==> config.mk <==
export PLATFORM = sky130hd
export DESIGN_NAME = nibble_assembler_flat
export DESIGN_NICKNAME = d
export VERILOG_FILES = /design/src/rtl/nibble_pkg.sv /design/src/rtl/nibble_byte_if.sv /design/src/rtl/nib_frame_counter.sv /design/src/rtl/nibble_assembler.sv /design/src/flat_wrapper.sv
export SDC_FILE = /design/constraint.sdc
export NUM_CORES = 1
export LEC_CHECK = 0
export BUFFER_PORTS_ARGS = -buffer_cell sky130_fd_sc_hd__buf_2
export CORE_AREA = 3 3 40 42
export CTS_CLUSTER_SIZE = 28
export DETAILED_ROUTE_END_ITERATION = 16
export DIE_AREA = 0 0 43 45
export GPL_ROUTABILITY_DRIVEN = 0
export PLACE_DENSITY_LB_ADDON = 0.25
export SLEW_MARGIN = 20
export SYNTH_ARGS = -nofsm -noshare
export SYNTH_HDL_FRONTEND = slang
export SYNTH_HIERARCHICAL = 1
export SYNTH_SLANG_ARGS = --single-unit
==> constraint.sdc <==
create_clock -name i_clk -period 1.98 [get_ports i_clk]
set_clock_uncertainty 0.15 [all_clocks]
set_input_delay 0.396 -clock i_clk [delete_from_list [all_inputs] [get_ports i_clk]]
set_output_delay 0.396 -clock i_clk [all_outputs]
set_load 0.03 [all_outputs]
==> src/rtl/nibble_pkg.sv <==
// Shared widths, FSM state type and counter-width helper for the nibble assembler.
package nibble_pkg;

    localparam int unsigned NIB_W  = 4;
    localparam int unsigned BYTE_W = 8;

    typedef enum logic [1:0] {
        S_FIRST,
        S_SECOND,
        S_FULL
    } nib_state_e;

    function automatic int unsigned cnt_width(input int unsigned frame_len);
        return (frame_len > 1) ? $clog2(frame_len) : 1;
    endfunction

endpackage

==> src/rtl/nibble_byte_if.sv <==
// Nibble-sliced byte bus: two producer modports each own one half of x.
interface nibble_byte_if;
    import nibble_pkg::*;

    logic [NIB_W-1:0]  p1;
    logic [NIB_W-1:0]  p2;
    logic [BYTE_W-1:0] x;

    assign x = {p2, p1};

    modport lo   (output p1);
    modport hi   (output p2);
    modport sink (input x);

endinterface

==> src/rtl/nib_frame_counter.sv <==
// Wrapping byte-per-frame counter with a terminal-count decode.
module nib_frame_counter
    import nibble_pkg::*;
#(
    parameter int unsigned FRAME_LEN = 4
) (
    input  logic i_clk,
    input  logic i_arst_n,
    input  logic i_inc,
    output logic o_last
);

    localparam int unsigned     CW   = cnt_width(FRAME_LEN);
    localparam logic [CW-1:0]   LAST = CW'(FRAME_LEN - 1);

    logic [CW-1:0] cnt_q;
    logic [CW-1:0] cnt_d;

    always_comb begin
        cnt_d = cnt_q;
        if (i_inc) begin
            cnt_d = (cnt_q == LAST) ? '0 : cnt_q + CW'(1);
        end
    end

    always_ff @(posedge i_clk or negedge i_arst_n) begin
        if (!i_arst_n) begin
            cnt_q <= '0;
        end else begin
            cnt_q <= cnt_d;
        end
    end

    assign o_last = (cnt_q == LAST);

endmodule

==> src/rtl/nibble_assembler.sv <==
// Pairs a valid/ready nibble stream into bytes written as two halves of a shared bus.
module nibble_assembler
    import nibble_pkg::*;
#(
    parameter bit          LSB_FIRST = 1'b1,
    parameter int unsigned FRAME_LEN = 4
) (
    input  logic             i_clk,
    input  logic             i_arst_n,
    nibble_byte_if.lo        lo,
    nibble_byte_if.hi        hi,
    input  logic [NIB_W-1:0] i_nib,
    input  logic             i_nib_valid,
    output logic             o_nib_ready,
    output logic             o_byte_valid,
    input  logic             i_byte_ready,
    output logic             o_last
);

    nib_state_e state_q;
    nib_state_e state_d;
    logic       run_q;
    logic       nib_hs;
    logic       byte_hs;
    logic       wr_first;
    logic       wr_second;
    logic       wr_lo;
    logic       wr_hi;

    // run_q keeps o_nib_ready low until the first edge after reset release.
    always_ff @(posedge i_clk or negedge i_arst_n) begin
        if (!i_arst_n) begin
            state_q <= S_FIRST;
            run_q   <= 1'b0;
        end else begin
            state_q <= state_d;
            run_q   <= 1'b1;
        end
    end

    always_comb begin
        state_d = state_q;
        unique case (state_q)
            S_FIRST:  if (nib_hs) state_d = S_SECOND;
            S_SECOND: if (nib_hs) state_d = S_FULL;
            S_FULL:   if (byte_hs) state_d = nib_hs ? S_SECOND : S_FIRST;
            default:  state_d = S_FIRST;
        endcase
    end

    // In S_FULL a nibble is only taken when the held byte leaves the same cycle.
    always_comb begin
        o_byte_valid = (state_q == S_FULL);
        o_nib_ready  = run_q && ((state_q != S_FULL) || i_byte_ready);
        nib_hs       = i_nib_valid && o_nib_ready;
        byte_hs      = o_byte_valid && i_byte_ready;
        wr_first     = nib_hs && (state_q != S_SECOND);
        wr_second    = nib_hs && (state_q == S_SECOND);
        wr_lo        = LSB_FIRST ? wr_first : wr_second;
        wr_hi        = LSB_FIRST ? wr_second : wr_first;
    end

    always_ff @(posedge i_clk or negedge i_arst_n) begin
        if (!i_arst_n) begin
            lo.p1 <= '0;
        end else if (wr_lo) begin
            lo.p1 <= i_nib;
        end
    end

    always_ff @(posedge i_clk or negedge i_arst_n) begin
        if (!i_arst_n) begin
            hi.p2 <= '0;
        end else if (wr_hi) begin
            hi.p2 <= i_nib;
        end
    end

    nib_frame_counter #(
        .FRAME_LEN (FRAME_LEN)
    ) u_frame_counter (
        .i_clk    (i_clk),
        .i_arst_n (i_arst_n),
        .i_inc    (byte_hs),
        .o_last   (o_last)
    );

endmodule

==> src/flat_wrapper.sv <==
// flat-port wrapper written by rule: the top's interface ports become plain ports
module nibble_assembler_flat import nibble_pkg::*;
#(
    parameter bit          LSB_FIRST = 1'b1,
    parameter int unsigned FRAME_LEN = 4
)
  (i_clk, i_arst_n, i_nib, i_nib_valid, o_nib_ready, o_byte_valid, i_byte_ready, o_last, lo_p1, hi_p2);
  nibble_byte_if lo_i ();
  nibble_byte_if hi_i ();
  input  logic i_clk;
  input  logic i_arst_n;
  input  logic [NIB_W-1:0] i_nib;
  input  logic i_nib_valid;
  output logic o_nib_ready;
  output logic o_byte_valid;
  input  logic i_byte_ready;
  output logic o_last;
  output wire logic [$bits(lo_i.p1)-1:0] lo_p1;
  output wire logic [$bits(hi_i.p2)-1:0] hi_p2;
  assign lo_p1 = lo_i.p1;
  assign hi_p2 = hi_i.p2;
  nibble_assembler #(.LSB_FIRST(LSB_FIRST), .FRAME_LEN(FRAME_LEN)) u_core (.i_clk(i_clk), .i_arst_n(i_arst_n), .lo(lo_i), .hi(hi_i), .i_nib(i_nib), .i_nib_valid(i_nib_valid), .o_nib_ready(o_nib_ready), .o_byte_valid(o_byte_valid), .i_byte_ready(i_byte_ready), .o_last(o_last));
endmodule
* After elaboration in Yosys (flattened, before gate mapping) *
Index checks and enable logic that the tools add are counted.

storage, ports and cells
  bits in registers = 13
  bits of input ports = 8
  logic and storage cells = 28
  output and inout port bits = 11

operators by class
  reductions and logical operators = 8
  equal/unequal tests = 8
  add/subtract/negate cells = 1
  multiplexer cells = 6

operators with widths
  kind                   number
  $mux W2                4
  $ne A2 B1 Y1 const B   4
  $pmux W2 S3            1
  $logic_and A1 B1 Y1    5
  $eq A2 B2 Y1 const B   2
  $reduce_and A3 Y1      1
  $add A2 B1 Y2 const B  1
  $eq A2 B1 Y1 const B   1
  $logic_not A2 Y1       1
  $ne A2 B2 Y1 const B   1
  $logic_or A1 B1 Y1     1
  $mux W1                1

* Depth between registers and ports, before layout *
  depth in word-level cells = 7
  gate-level depth with buffers = 4

* By module *
The synthesis kept the hierarchy.

modules (own cells, without submodules)
  module             area each (sq um)  cells an instance  times used  sequential area each (sq um)
  nibble_assembler   476.7              32                 1           275.3
  nib_frame_counter  93.8               6                  1           50.0

* Worst setup path after synthesis *
OpenSTA, ideal clock, no wires.

  path type = register -> register
  start point = reg u_core.state_q[0]
  end point = reg u_core.u_frame_counter.cnt_q[1]
  library setup time = 125 ps
  arrival = 1275 ps
  path buffers = 0
  data required time = 1705 ps
  stages on the path, launching flop included = 4
  setup slack = 430 ps
  cell sequence = dfrtp_1 and2b_1 and2_1 mux2_4

between the ends
  cells in the longest elaborated chain, start to end = 2

RTL lines
  what                    RTL line                 RTL
  from (decl)             nibble_assembler.sv:20   nib_state_e state_q;
  from (signal assigned)  nibble_assembler.sv:36   state_q <= state_d;
  $eq A2 B2 Y1            nibble_assembler.sv:53   o_byte_valid = (state_q == S_FULL);
  net o_byte_valid        flat_wrapper.sv:15       output logic o_byte_valid;
  $logic_and A1 B1 Y1     nibble_assembler.sv:56   byte_hs = o_byte_valid && i_byte_ready;
  net u_core.byte_hs      nibble_assembler.sv:24   logic byte_hs;
  to (signal assigned)    nib_frame_counter.sv:30  cnt_q <= cnt_d;
  to (decl)               nib_frame_counter.sv:16  logic [CW-1:0] cnt_q;

The timed path passes the listed nets, and every way through them passes these cells.
A chain may end at the register's enable or synchronous reset.

* Worst setup path in the final report *
  start point = reg u_core.state_q[0]
  end point = out o_nib_ready

between the ends
  cells in the longest elaborated chain, start to end = 3

RTL lines
  what                 RTL line                RTL
  $ne A2 B2 Y1         nibble_assembler.sv:54  o_nib_ready = run_q && ((state_q != S_FULL) || i_byte_ready);
  $logic_or A1 B1 Y1   nibble_assembler.sv:54
  $logic_and A1 B1 Y1  nibble_assembler.sv:54
  to (decl)            flat_wrapper.sv:14      output logic o_nib_ready;

Every way passes these cells.

==> impl_metrics.xml <==
<?xml version="1.0" encoding="UTF-8"?>
<metrics>
  <group name="outcome">
    <metric name="outcome" unit="">complete, no violations</metric>
  </group>
  <group name="die">
    <metric name="rows" unit="">13</metric>
    <metric name="die-width" unit="um">43</metric>
    <metric name="die_area" unit="mm^2">0.00194</metric>
    <metric name="initial_utilization" unit="">0.444</metric>
    <metric name="num_io_pins" unit="">19</metric>
    <metric name="die_h" unit="um">45</metric>
    <metric name="core-area" unit="mm^2">0.00128</metric>
  </group>
  <group name="cts">
    <metric name="clk_pin_slew" unit="ns">0.08</metric>
    <metric name="cts_htree_levels" unit="">1</metric>
    <metric name="clockRootBuffer" unit="">sky130_fd_sc_hd__clkbuf_4</metric>
    <metric name="tritoncts.num_buffers" unit="">3</metric>
    <metric name="cts.path.max_buffers" unit="">2</metric>
    <metric name="tritoncts_num_sinks" unit="">13</metric>
    <metric name="cts_tree" unit="">built</metric>
    <metric name="clkLatencyLatePin" unit="ns">0.27</metric>
  </group>
  <group name="sta">
    <metric name="slew_viol_final" unit="">0</metric>
    <metric name="timing.final.crit_share" unit="">0.954</metric>
    <metric name="finalCriticalPeriod" unit="ns">1.89</metric>
    <metric name="timing.hold.ws" unit="ns">0.208</metric>
    <metric name="hold_violations" unit="">0</metric>
    <metric name="final_setup_violation_count" unit="">0</metric>
    <metric name="clock.fmax" unit="GHz">0.529</metric>
    <metric name="rsz_0062_raised_after_global_routing" unit="">no</metric>
    <metric name="setup_tns" unit="ns">0</metric>
  </group>
  <group name="global_route">
    <metric name="gr-total-overflow" unit="">0</metric>
    <metric name="grt_pass1_wl" unit="um">1590</metric>
    <metric name="number_of_antenna_violations_at_the_first_check_in_global_routing" unit="">0</metric>
    <metric name="number_of_global_route_vias_before_repair" unit="">365</metric>
    <metric name="grt_use_total" unit="">0.121</metric>
    <metric name="grt_start_max_net_pins" unit="">14</metric>
  </group>
  <group name="place">
    <metric name="placed_cells" unit="">71</metric>
    <metric name="dp_hpwl" unit="um">720</metric>
    <metric name="place.port_buffers" unit="">18</metric>
  </group>
  <group name="worst_setup_path">
    <metric name="crit_type" unit="">reg2out</metric>
    <metric name="worstSetupStartpointType" unit="">flip-flop</metric>
    <metric name="path_cells" unit="">nor3b_4, and2b_1, buf_2</metric>
    <metric name="critical_path.endpoint_type" unit="">primary output</metric>
    <metric name="timing.reg2reg.setup_slack" unit="ns">0.51</metric>
    <metric name="crit_path_max_incr_delay" unit="ns">0.43</metric>
    <metric name="cpMaxStageDelayCell" unit="">sky130_fd_sc_hd__dfrtp_1</metric>
    <metric name="critical_path_arrival" unit="ns">1.34</metric>
    <metric name="cp.required" unit="ns">1.43</metric>
    <metric name="worst-path-max-fanout" unit="">4</metric>
  </group>
  <group name="finish">
    <metric name="area_delta_synth_final" unit="%">26.8</metric>
    <metric name="nets" unit="">71</metric>
    <metric name="layout_common_cells" unit="">sky130_fd_sc_hd__buf_2 (18), sky130_fd_sc_hd__dfrtp_1 (13), sky130_fd_sc_hd__mux2_2 (8), sky130_fd_sc_hd__clkbuf_4 (3)</metric>
    <metric name="share_of_final_layout_standard_cells_stronger_than_drive_strength_1" unit="">0.590</metric>
    <metric name="layout.cells.most_common" unit="">sky130_fd_sc_hd__buf_2</metric>
    <metric name="antenna_cells_inserted" unit="">0</metric>
    <metric name="instances_no_fill" unit="">76</metric>
  </group>
  <group name="synthesis">
    <metric name="synth_sequential_area_ratio" unit="">0.570</metric>
    <metric name="postSynthCellCount" unit="">38</metric>
    <metric name="synth_warnings" unit="">6</metric>
    <metric name="synth.distinct_cells" unit="">17</metric>
    <metric name="yosys_register_bits" unit="">13</metric>
    <metric name="synth_nets" unit="">47</metric>
    <metric name="netlist_area" unit="um^2">571</metric>
    <metric name="post_synthesis_mean_instance_area" unit="um^2">15.0</metric>
  </group>
  <group name="drt">
    <metric name="vias_per_cell" unit="">4.67</metric>
    <metric name="drc_violations_left" unit="">0</metric>
    <metric name="first_iteration_detailed_routing_drc_count" unit="">1</metric>
    <metric name="detailroute.via_count" unit="">355</metric>
    <metric name="drt_pre_antenna_iters" unit="">2</metric>
    <metric name="drt_wl_total" unit="um">902</metric>
    <metric name="route.antenna.remaining_nets" unit="">0</metric>
    <metric name="avgRoutedWirePerCell" unit="um">11.9</metric>
  </group>
  <group name="power_and_ir_drop">
    <metric name="max-vdd-ir-drop" unit="mV">0.720</metric>
    <metric name="cellPowerDensity" unit="mW/mm^2">1470</metric>
    <metric name="power.leakage" unit="uW">0.000352</metric>
  </group>
  <group name="hold_path">
    <metric name="hold_class" unit="">in2reg</metric>
  </group>
  <group name="flow_run">
    <metric name="maxCapViolCount" unit="">0</metric>
  </group>
</metrics>
## critical path, delay by kind of cell, from the launching register on
kind	cells	cell delay, ns
flip-flops	1	0.43
buffers and inverters	1	0.17
AND/OR/NAND/NOR	2	0.48
## report_power, final
part	switching (uW)	internal, uW	leakage (uW)
sequential	61.0	371	0.000157
clock	87.5	74.9	0.0000177
combinational	282	187	0.000178
total	430	633	0.000352
## timing repair
action                                  in CTS  in global routing
hold buffers                                 1                  0
endpoints found under the setup margin       0                  1
gates resized for setup                      0                  1
buffers inserted                             0                  0
hold endpoints to repair                    13                  0
## sequential cells by signal, indices dropped and copies added, names as in the netlist
register	cells
u_core/hi.p2	4
u_core/lo.p1	4
u_core/run_q	1
u_core/state_q	2
u_core/u_frame_counter/cnt_q	2
## metrics by stage
step,worst slack [ns],cell area [um^2],util,total power (uW)
after floorplan,0.430,571,-,778
after global placement,0.263,679,0.529,901
after detailed placement,0.236,679,0.529,909
after CTS,0.0165,717,0.558,1070
after global routing,0.0154,723,0.563,1130
final,0.0902,723,0.563,1060
## metal layers
metal,up-vias,global-route usage,share of wire
met4,0,0.0904,0.030
met3,2,0.0478,0.064
li1,174,-,-
met5,-,0,0
met2,11,0.171,0.46
met1,168,0.149,0.44
## cell families after synthesis
group,synth area share
adders and majority gates,0.0219
DFF,0.570
AOI/OAI and AO/OA,0.0132
and+or+nand+nor,0.186
muxes,0.202
other,0.00657
## layout make-up
type	instances	area, um^2
clock buffer	3	22.5
clock inverter	1	5.00
fill	111	562
multi-input combinational	25	251
sequential	13	325
tap	15	18.8
timing repair buffer	19	100
## final timing paths
check,end,startpoint,depth (start not counted)
worst max-delay path,o_nib_ready,u_core/state_q[0],3
worst min-delay path,u_core/hi.p2[0],i_nib[0],2
worst max register to register,u_core/lo.p1[2],u_core/state_q[0],3
worst min register to register,u_core/u_frame_counter/cnt_q[0],u_core/u_frame_counter/cnt_q[0],1
max in group asynchronous,u_core/state_q[0],i_arst_n,2
min in group asynchronous,u_core/hi.p2[3],i_arst_n,2
## cells in the mapped netlist
cell type,number,area share
sky130_fd_sc_hd__mux2_2,8,0.16
sky130_fd_sc_hd__nor3_4,1,0.029
sky130_fd_sc_hd__nand3_4,1,0.031
sky130_fd_sc_hd__and2b_1,2,0.026
sky130_fd_sc_hd__ha_1,1,0.022
sky130_fd_sc_hd__nand2b_1,2,0.022
sky130_fd_sc_hd__nand2_1,1,0.0066
sky130_fd_sc_hd__and2b_4,1,0.018
sky130_fd_sc_hd__nand2_2,1,0.011
sky130_fd_sc_hd__conb_1,1,0.0066
sky130_fd_sc_hd__mux2_4,1,0.026
sky130_fd_sc_hd__dfrtp_1,13,0.57
sky130_fd_sc_hd__and2_1,1,0.011
sky130_fd_sc_hd__nor3b_2,1,0.022
sky130_fd_sc_hd__nor2b_1,1,0.011
sky130_fd_sc_hd__mux2i_1,1,0.018
sky130_fd_sc_hd__o31ai_1,1,0.013
Note: power is estimated with default switching activity, not from simulation.
